## src/rtl/ifetch_ctrl.sv

```systemverilog
// Instruction-fetch controller: owns the word-address PC, issues one fetch at a time
// to instruction memory, and holds each fetched instruction until decode consumes it.
module ifetch_ctrl #(
    parameter logic [29:0] RESET_PC = 30'h0000_0C00
) (
    input  logic        clk,
    input  logic        rst,
    input  logic [31:2] NPC,
    input  logic        redirect,
    output logic        imem_req,
    output logic [31:2] imem_addr,
    input  logic        imem_rdy,
    input  logic        imem_rvalid,
    input  logic [31:0] imem_rdata,
    output logic [31:0] instr,
    output logic [31:2] instr_pc,
    output logic        instr_valid,
    input  logic        instr_ack
);

    typedef enum logic [1:0] {
        BOOT  = 2'd0,
        FETCH = 2'd1,
        WAIT  = 2'd2,
        HOLD  = 2'd3
    } state_t;

    state_t      state_q, state_d;
    logic [29:0] pc_q, pc_d;
    logic        kill_q, kill_d;
    logic [31:0] instr_q, instr_d;
    logic [29:0] instr_pc_q, instr_pc_d;

    always_ff @(posedge clk or posedge rst) begin
        if (rst) begin
            state_q    <= BOOT;
            pc_q       <= RESET_PC;
            kill_q     <= 1'b0;
            instr_q    <= 32'd0;
            instr_pc_q <= 30'd0;
        end else begin
            state_q    <= state_d;
            pc_q       <= pc_d;
            kill_q     <= kill_d;
            instr_q    <= instr_d;
            instr_pc_q <= instr_pc_d;
        end
    end

    always_comb begin
        state_d     = state_q;
        pc_d        = pc_q;
        kill_d      = kill_q;
        instr_d     = instr_q;
        instr_pc_d  = instr_pc_q;
        imem_req    = 1'b0;
        instr_valid = 1'b0;

        unique case (state_q)
            BOOT: begin
                state_d = FETCH;
            end

            FETCH: begin
                imem_req = 1'b1;
                if (imem_rdy) begin
                    state_d = WAIT;
                    // Accepted request now targets a stale PC; its response must be dropped.
                    if (redirect) begin
                        pc_d   = NPC;
                        kill_d = 1'b1;
                    end
                end else if (redirect) begin
                    pc_d = NPC;
                end
            end

            WAIT: begin
                if (imem_rvalid) begin
                    if (kill_q || redirect) begin
                        kill_d  = 1'b0;
                        state_d = FETCH;
                        if (redirect) begin
                            pc_d = NPC;
                        end
                    end else begin
                        instr_d    = imem_rdata;
                        instr_pc_d = pc_q;
                        state_d    = HOLD;
                    end
                end else if (redirect) begin
                    pc_d   = NPC;
                    kill_d = 1'b1;
                end
            end

            HOLD: begin
                instr_valid = 1'b1;
                if (redirect) begin
                    pc_d    = NPC;
                    state_d = FETCH;
                end else if (instr_ack) begin
                    pc_d    = pc_q + 30'd1;
                    state_d = FETCH;
                end
            end

            default: begin
                state_d = BOOT;
            end
        endcase
    end

    assign imem_addr = pc_q;
    assign instr     = instr_q;
    assign instr_pc  = instr_pc_q;

endmodule

```

## config.mk

```make
export PLATFORM = sky130hd
export DESIGN_NAME = ifetch_ctrl
export DESIGN_NICKNAME = d
export VERILOG_FILES = /design/src/rtl/ifetch_ctrl.sv
export SDC_FILE = /design/constraint.sdc
export NUM_CORES = 1
export LEC_CHECK = 0
export ABC_AREA = 1
export CAP_MARGIN = 20
export CORE_ASPECT_RATIO = 1.5
export CORE_MARGIN = 2
export CORE_UTILIZATION = 35
export DETAILED_ROUTE_END_ITERATION = 8
export RECOVER_POWER = 100
export REMOVE_ABC_BUFFERS = 1
export SYNTH_ARGS = -nofsm -noshare
export SYNTH_HDL_FRONTEND = slang
export SYNTH_SLANG_ARGS = --single-unit
```

## constraint.sdc

```tcl
create_clock -name clk -period 4.4 [get_ports clk]
set_input_delay 0.88 -clock clk [delete_from_list [all_inputs] [get_ports clk]]
set_output_delay 0.88 -clock clk [all_outputs]
set_load 0.1 [all_outputs]
```

# After elaboration in Yosys (flattened, before gate mapping)
# Index checks and enable logic that the tools add are counted.
# word_totals
register_bits	95
output_inout_bits	94
wordCells	41
# classes
addsub	1
eq_ne	7
n_mux	19
bitwise	1
reduce_logical	8
# op_table
op	n
30-bit 2-to-1 mux	5
30-bit case mux with 3 select lines	1
30-bit by 1-bit adder with 30-bit output, second input constant	1
3-bit AND reduction	4
2-bit 2-to-1 mux	5
2-bit case mux with 4 select lines	1
1-bit 2-to-1 mux	6
3-bit != test, second input constant	2
2-bit == test, second input constant	2
2-bit != test, second input constant	2
3-bit nonzero test	1
2-bit by 1-bit == test with 1-bit output, second input constant	1
2-bit zero test	1
1-bit case mux with 2 select lines	1
2-bit nonzero test	1
1-bit logical OR	1
1-bit NOT	1

# Depth between registers and ports, before layout
# Gate-level depths: netlist of the first run.
# depth
word_depth	4
depth_mapped	11
ltp_nobuf	11

# Least setup slack after synthesis of the first run
# OpenSTA, ideal clock, no wires.
# synth_timing
path_type	reg-to-reg
startpoint	register state_q[0]
endpoint	register pc_q[8], in the netlist imem_addr[10]
setup_time_ns	0.075
arrival_time_ns	2.194
slack_ns	2.131
path_stages_with_launch	9
n_path_buf	1
path_cell_list	dfrtp_1 ha_1 o21bai_1 nor2_8 nand2_8 inv_6 buf_8 a21oi_2 a21oi_2
# synth_via
elab_chain_cells	3
# synth_rtl
element	line_no	source
start, declared	28	state_t state_q, state_d;
start signal, assigned	42	state_q <= state_d;
2-bit == test or 2-bit by 1-bit == test with 1-bit output (tied branches)	59	unique case (state_q)
3-bit != test (no source line) or 3-bit nonzero test (tied branches)	n/a	
3-bit AND reduction (no source line)	n/a	
end signal, assigned	43	pc_q <= pc_d;
end, declared	29	logic [29:0] pc_q, pc_d;
# Parallel ways exist; a longest one is shown, timed or not.
# A chain may end at the register's enable or synchronous reset.

# Final worst setup path of the first run
# layout_timing
startpoint	register state_q[1]
endpoint	output port imem_req
# layout_via
elab_chain_cells	2
# layout_rtl
element	line_no	source
2-bit by 1-bit == test with 1-bit output	59	
1-bit 2-to-1 mux	59	
end, declared	10	output logic imem_req,
# Every way passes these cells.

==> results of run 1 <==
[through the flow]
step	cell area (µm²)	std cells
5_1_grt	6960	939
3_5_place_dp	6790	923
2_1_floorplan	4900	567
3_3_place_gp	6790	923
4_1_cts	7130	939
6_report	6960	939
[worst max-delay path: stages (launching register included)]
cell	delay, ps
dfrtp_1	400
inv_1	110
ha_1	200
dlygate4sd3_1	1210
[logic make-up after synthesis]
| logic type | share of synthesized area |
|---|---|
| fa+ha+maj | 0.0124 |
| flops | 0.473 |
| compound gates | 0.0840 |
| xor+xnor | 0.00348 |
| simple gates | 0.260 |
| buf+inv | 0.0631 |
| mux | 0.104 |
[registers in the layout (all words and copies together), names as in the netlist]
register / count
instr_pc: 30
state_q: 2
instr: 32
kill_q: 1
imem_addr: 30
[worst min-delay path by stage]
stage,startpoint,endpoint,depth (start not counted)
after floorplan,kill_q,kill_q,2
after global placement,instr_pc[20],instr_pc[20],2
after detailed placement,instr_pc[18],instr_pc[18],2
after CTS,instr_pc[18],instr_pc[18],2
after global routing,instr[15],instr[15],1
final,instr_pc[18],instr_pc[18],2
[layout make-up]
class                   instances  area, µm²  area share
flip-flops and latches         95       2380       0.342
multi-input cells             426       2170       0.312
repair buffers                164       1640       0.236
well taps                     192        240      0.0345
clock buffers                  10        229      0.0329
inverters                      46        180      0.0259
clock inverters                 6        116      0.0167
[placed cells by master, fill, tap and decap left out, types with 3 or more instances in the layout]
cell type	instances
a21oi_1	8
a22oi_2	3
bufinv_16	3
clkbuf_16	9
clkdlybuf4s50_1	65
dfrtp_1	93
dlygate4sd3_1	96
ha_1	5
inv_1	44
inv_6	3
mux2_1	34
nand2_1	171
nand3_1	36
nor2_1	90
nor2_2	5
o21ai_0	51
o22ai_1	6
[metal layers]
| metal | wire, µm | global-route usage |
|---|---|---|
| met1 | 5740 | 0.224 |
| met2 | 7410 | 0.330 |
| met3 | 760 | 0.0318 |
| met4 | 180 | 0.0560 |
| met5 | 0 | 0 |
==> summary.txt, run 1 <==
Layout
  • Net count reported at finish: 815
  • Fill cell instance count of the final layout: 1,395
  • Inserted Diodes: 0
  • Final core area utilization: 0.495
  • Layout cells sized above 1: 0.0495
  • Area added between synthesis and finish: 38.1%

GRT
  • Wire length of the first global-routing pass: 22,200 µm
  • Number of antenna violations at the first check in global routing: 0
  • Pin count of the biggest net entering global routing: 82
  • GR Util All Layers: 0.184
  • Via count of the first global-routing pass: 4,448
  • Total global routing overflow: 0

Clocking
  • Cell chosen for the clock root: clkbuf_16
  • Post-CTS resize count: 0
  • CTS tree: built
  • Post-CTS Repair Setup Buffers: 0
  • Sinks on the clock net: 95
  • Longest Clk Path Bufs: 2
  • Level count of the clock H-tree: 3
  • Cts bufs inserted: 9
  • Clock latency at the later pin of the worst-skew pair: 350 ps
  • Hold-fix buffer count after cts: 0
  • Clock-pin slew of the registers on the worst-case setup and hold paths: 70 ps

Outcome
  • Violations in the final reports: capacitance limit, slew limit
  • Result of the run: finished, violations left

Drt
  • Routed Wire Length: 14,100 µm
  • First-pass iteration count of the detailed router: 5
  • Post-detailed-route via-to-cell ratio: 4.75
  • Vias after detailed routing: 4,458
  • Number of DRC violations after detailed-routing iteration 0: 236
  • Drt drc: 0
  • Detail Route Antenna Nets: 0
  • Average routed wire per standard cell: 15.0 µm

Floorplan
  • Standard-cell row count: 53
  • Chip Width: 102 µm
  • Die area: 15,400 µm²
  • Core Area: 14,100 µm²
  • Top Ports: 162
  • Height of the chip: 151 µm
  • Starting density of the core: 0.358

Timing
  • Number of endpoints failing setup at the final stage: 0
  • Fin. Hold Viols: 0
  • Highest clock rate: 0.317 GHz
  • Final Hold Slack: 477 ps
  • Period utilisation layout: 0.717
  • Fin Setup TNS: 0 ps
  • Number of pins with negative max-slew slack in the final report: 30
  • Post-Route Skew: 11.0 ps
  • Max-slew headroom at the worst pin: -0.0402
  • RSZ-0062 raised after global routing: false
  • Final WS setup: 1250 ps
  • Period minus WS final: 3150 ps
  • Worst slew pin tran: 1560 ps

Synthesis
  • Netlist area before placement: 5040 µm²
  • Post-synth top flop: dfrtp_1
  • Ys Warns: 0
  • Fraction of the yosys area taken by sequential cells: 0.473
  • Syn Inst Count: 586
  • Async set-reset flop share out of synthesis: 1.00
  • Top cell type's share of synthesized area: 0.462
  • Post-synthesis register bit count: 95
  • Top cells by area, synth: dfrtp_1, nand2_1, mux2_4, nor2_1, o21ai_0
  • Most frequent cells after synthesis: nand2_1, dfrtp_1, nor2_1, o21ai_0, inv_1
  • Post-synth EDFFs: 0
  • Library cell occupying the most area in the post-synthesis netlist: dfrtp_1
  • Library cells used by synthesis: 34
  • Mean area per synthesized cell: 8.59 µm²
  • Most instantiated library cell after synthesis: nand2_1

Worst setup path
  • Reg2reg path depth: 9
  • Start point of the critical path: state_q[1]
  • Maximum fanout along the worst path: 3
  • Flop2flop setup slack: 2100 ps
  • Setup Crit Path Kind: reg -> out
  • Critical Path End: imem_req
  • Reg-to-Reg End: imem_addr[10]
  • Nature of the critical path startpoint: flip-flop
  • CP required: 3520 ps
  • Arrival time worst endpoint: 2270 ps
  • Critical Path End Type: output port
  • Startpoint of the worst-slack reg-to-reg timing path: state_q[0]

Placed design
  • Pre-CTS setup slack: 1600 ps
  • Number of buffers added on ports: 161
  • Placer's final routability congestion estimate: 0.846
  • Detailed placer's ending HPWL: 10,400 µm

Flow run
  • Max Cap Violations: 1

Min path
  • Path category of the worst min-delay check: reg -> reg
Power of run 1 is not shown: default switching activity piles up to over one toggle a cycle in this logic, so the estimate is an artifact.
==> run 2, diff against run 1 <==
Clock period 4.4 ns to 3.1 ns, I/O delays scaled along.
==> run 2 against run 1 <==
  * The flow still finishes with violations (capacitance limit, slew limit)
  * Register-to-register slack worse by 1100 ps
  * Core utilization is 3.9 points lower
  * Setup slack worse by 690 ps
  * Clock skew is 6.0 ps lower
  * Worst hold slack better by 11 ps
  * Via count is 0.40% higher
  * Non-clock buffer count is 1 higher
  * Die area stayed put
  * First-iteration DRC count is 46% lower
  * Flip-flop and latch count stayed put
  * Critical path type unchanged
  * Critical endpoint unchanged
  * Largest cell class unchanged
==> summary.txt, run 2 (synthesis results as in run 1) <==
Timing
  • RSZ-0062 raised after global routing: false
  • Period utilisation layout: 0.820
  • Number of pins with negative max-slew slack in the final report: 40 (+33%)
  • Post-Route Skew: 4.99 ps (-5.99 ps)
  • Period minus WS final: 2540 ps
  • Worst slew pin tran: 1740 ps (+181 ps)
  • Fin. Hold Viols: 0 (unchanged)
  • Highest clock rate: 0.393 GHz
  • Max-slew headroom at the worst pin: -0.162 (-0.122)
  • Fin Setup TNS: 0 ps (unchanged)
  • Number of endpoints failing setup at the final stage: 0 (unchanged)

Placed design
  • Number of placed cells counting well taps: 924 (+0.11%)
  • Detailed placer's ending HPWL: 10,500 µm (+1.4%)
  • Number of buffers added on ports: 161 (unchanged)
  • Placer's final routability congestion estimate: 0.859 (+1.6%)

Drt
  • Vias after detailed routing: 4,476 (+0.40%)
  • Detail Route Antenna Nets: 0 (unchanged)
  • Drt drc: 0 (unchanged)
  • Post-detailed-route via-to-cell ratio: 4.76 (+0.30%)
  • Routed Wire Length: 14,100 µm (+0.21%)
  • Number of DRC violations after detailed-routing iteration 0: 128 (-46%)
  • First-pass iteration count of the detailed router: 5 (unchanged)
  • Average routed wire per standard cell: 15.0 µm (about the same)

Clocking
  • Level count of the clock H-tree: 3 (unchanged)
  • Clock-pin slew of the registers on the worst-case setup and hold paths: 70 ps (about the same)
  • Post-CTS Repair Setup Buffers: 0 (unchanged)
  • Clock latency at the later pin of the worst-skew pair: 340 ps (about the same)
  • Sinks on the clock net: 95 (unchanged)
  • Cts bufs inserted: 9 (unchanged)
  • CTS tree: built
  • Post-CTS resize count: 0 (unchanged)
  • Cell chosen for the clock root: clkbuf_16
  • Hold-fix buffer count after cts: 0 (unchanged)
  • Longest Clk Path Bufs: 2 (unchanged)

Worst setup path
  • Reg2reg path depth: 8 (-1)
  • CP Buf/Inv Count: 2 (unchanged)
  • CP required: 2480 ps (-1040 ps)
  • Library cell contributing the largest single delay on the critical path: clkbuf_1
  • Startpoint of the worst-slack reg-to-reg timing path: state_q[0]
  • Critical path, cell by cell: inv_1 > ha_1 > clkbuf_1
  • Dominant delay contributor by cell family on the critical path: buffers and inverters
  • Setup Crit Path Kind: reg -> out
  • Arrival time worst endpoint: 1920 ps (-350 ps)
  • Maximum fanout along the worst path: 3 (unchanged)
  • Reg-to-Reg End: imem_addr[6]
  • Flop2flop setup slack: 1040 ps (-1060 ps)
  • Nature of the critical path startpoint: flip-flop
  • Peak per-stage delay on the critical path: 870 ps (-340 ps)
  • Critical Path End Type: output port

Min path
  • Startpoint of the worst hold path: instr_pc[22]
  • Path category of the worst min-delay check: reg -> reg
  • Worst hold path depth: 2 (unchanged)
  • Hold Path End: instr_pc[22]

Floorplan
  • Die area: 15,400 µm² (unchanged)
  • Top Ports: 162 (unchanged)
  • Starting density of the core: 0.358 (unchanged)
  • Core Area: 14,100 µm² (unchanged)
  • Height of the chip: 151 µm (unchanged)
  • Standard-cell row count: 53 (unchanged)
  • Chip Width: 102 µm (unchanged)

Layout
  • Inserted Diodes: 0 (unchanged)
  • Final Instance Count excl. Fillers: 940 (+0.11%)
  • Net count reported at finish: 816 (+0.12%)
  • Leading cell type in the layout, fill and taps excluded: nand2_1
  • Layout cells sized above 1: 0.0588 (+0.00929)
  • Final core area utilization: 0.456 (-0.0386)
  • Area added between synthesis and finish: 27.3%
  • Leading cell types in the layout, fill and taps excluded: nand2_1, clkbuf_1, dfrtp_1
  • Number of flip-flops in the largest register: 32 (unchanged)

GRT
  • Wire length of the first global-routing pass: 21,900 µm (-1.5%)
  • Total global routing overflow: 0 (unchanged)
  • GR Util All Layers: 0.182 (-0.00254)
  • Pin count of the biggest net entering global routing: 82 (unchanged)
  • Via count of the first global-routing pass: 4,424 (-0.54%)
  • Number of antenna violations at the first check in global routing: 0 (unchanged)

Outcome
  • Result of the run: finished, violations left
  • Violations in the final reports: capacitance limit, slew limit

Flow run
  • Max Cap Violations: 1 (unchanged)
## run 2: per-layer routing
layer  track usage  wire (µm)
met3        0.0425        699
met1         0.209       5800
met5             0          0
met4        0.0567        234
met2         0.330       7390
## run 2: metrics by stage
stage	area [µm²]	setup slack [ps]	hold slack [ps]
4_1_cts	6920	936	492
3_5_place_dp	6600	568	475
2_1_floorplan	4900	6.29	491
3_3_place_gp	6600	629	471
5_1_grt	6410	455	501
6_report	6410	556	488
## run 2: area by class of cell
class,instances,area (µm²)
Clock buffer,9,225
Clock inverter,7,95.1
Fill cell,1512,7650
Inverter,46,178
Multi-Input combinational cell,426,2190
Sequential cell,95,2380
Tap cell,192,240
Timing Repair Buffer,165,1100
## run 2: worst max path at each step
| stage | startpoint | to | cells past startpoint |
|---|---|---|---|
| floorplan | rst | imem_addr[10] | 1 |
| global placement | redirect | instr[29] | 7 |
| detailed placement | redirect | instr[29] | 7 |
| CTS | redirect | instr[29] | 7 |
| global route | rst | imem_addr[26] | 2 |
| finish | state_q[1] | imem_req | 3 |
## run 2: tightest hold or removal path, stage by stage (launching register included)
cell and delay, ps:
dfrtp_1 350, nand2_1 50, o21ai_0 60
Power of run 2 is left out for the same reason.
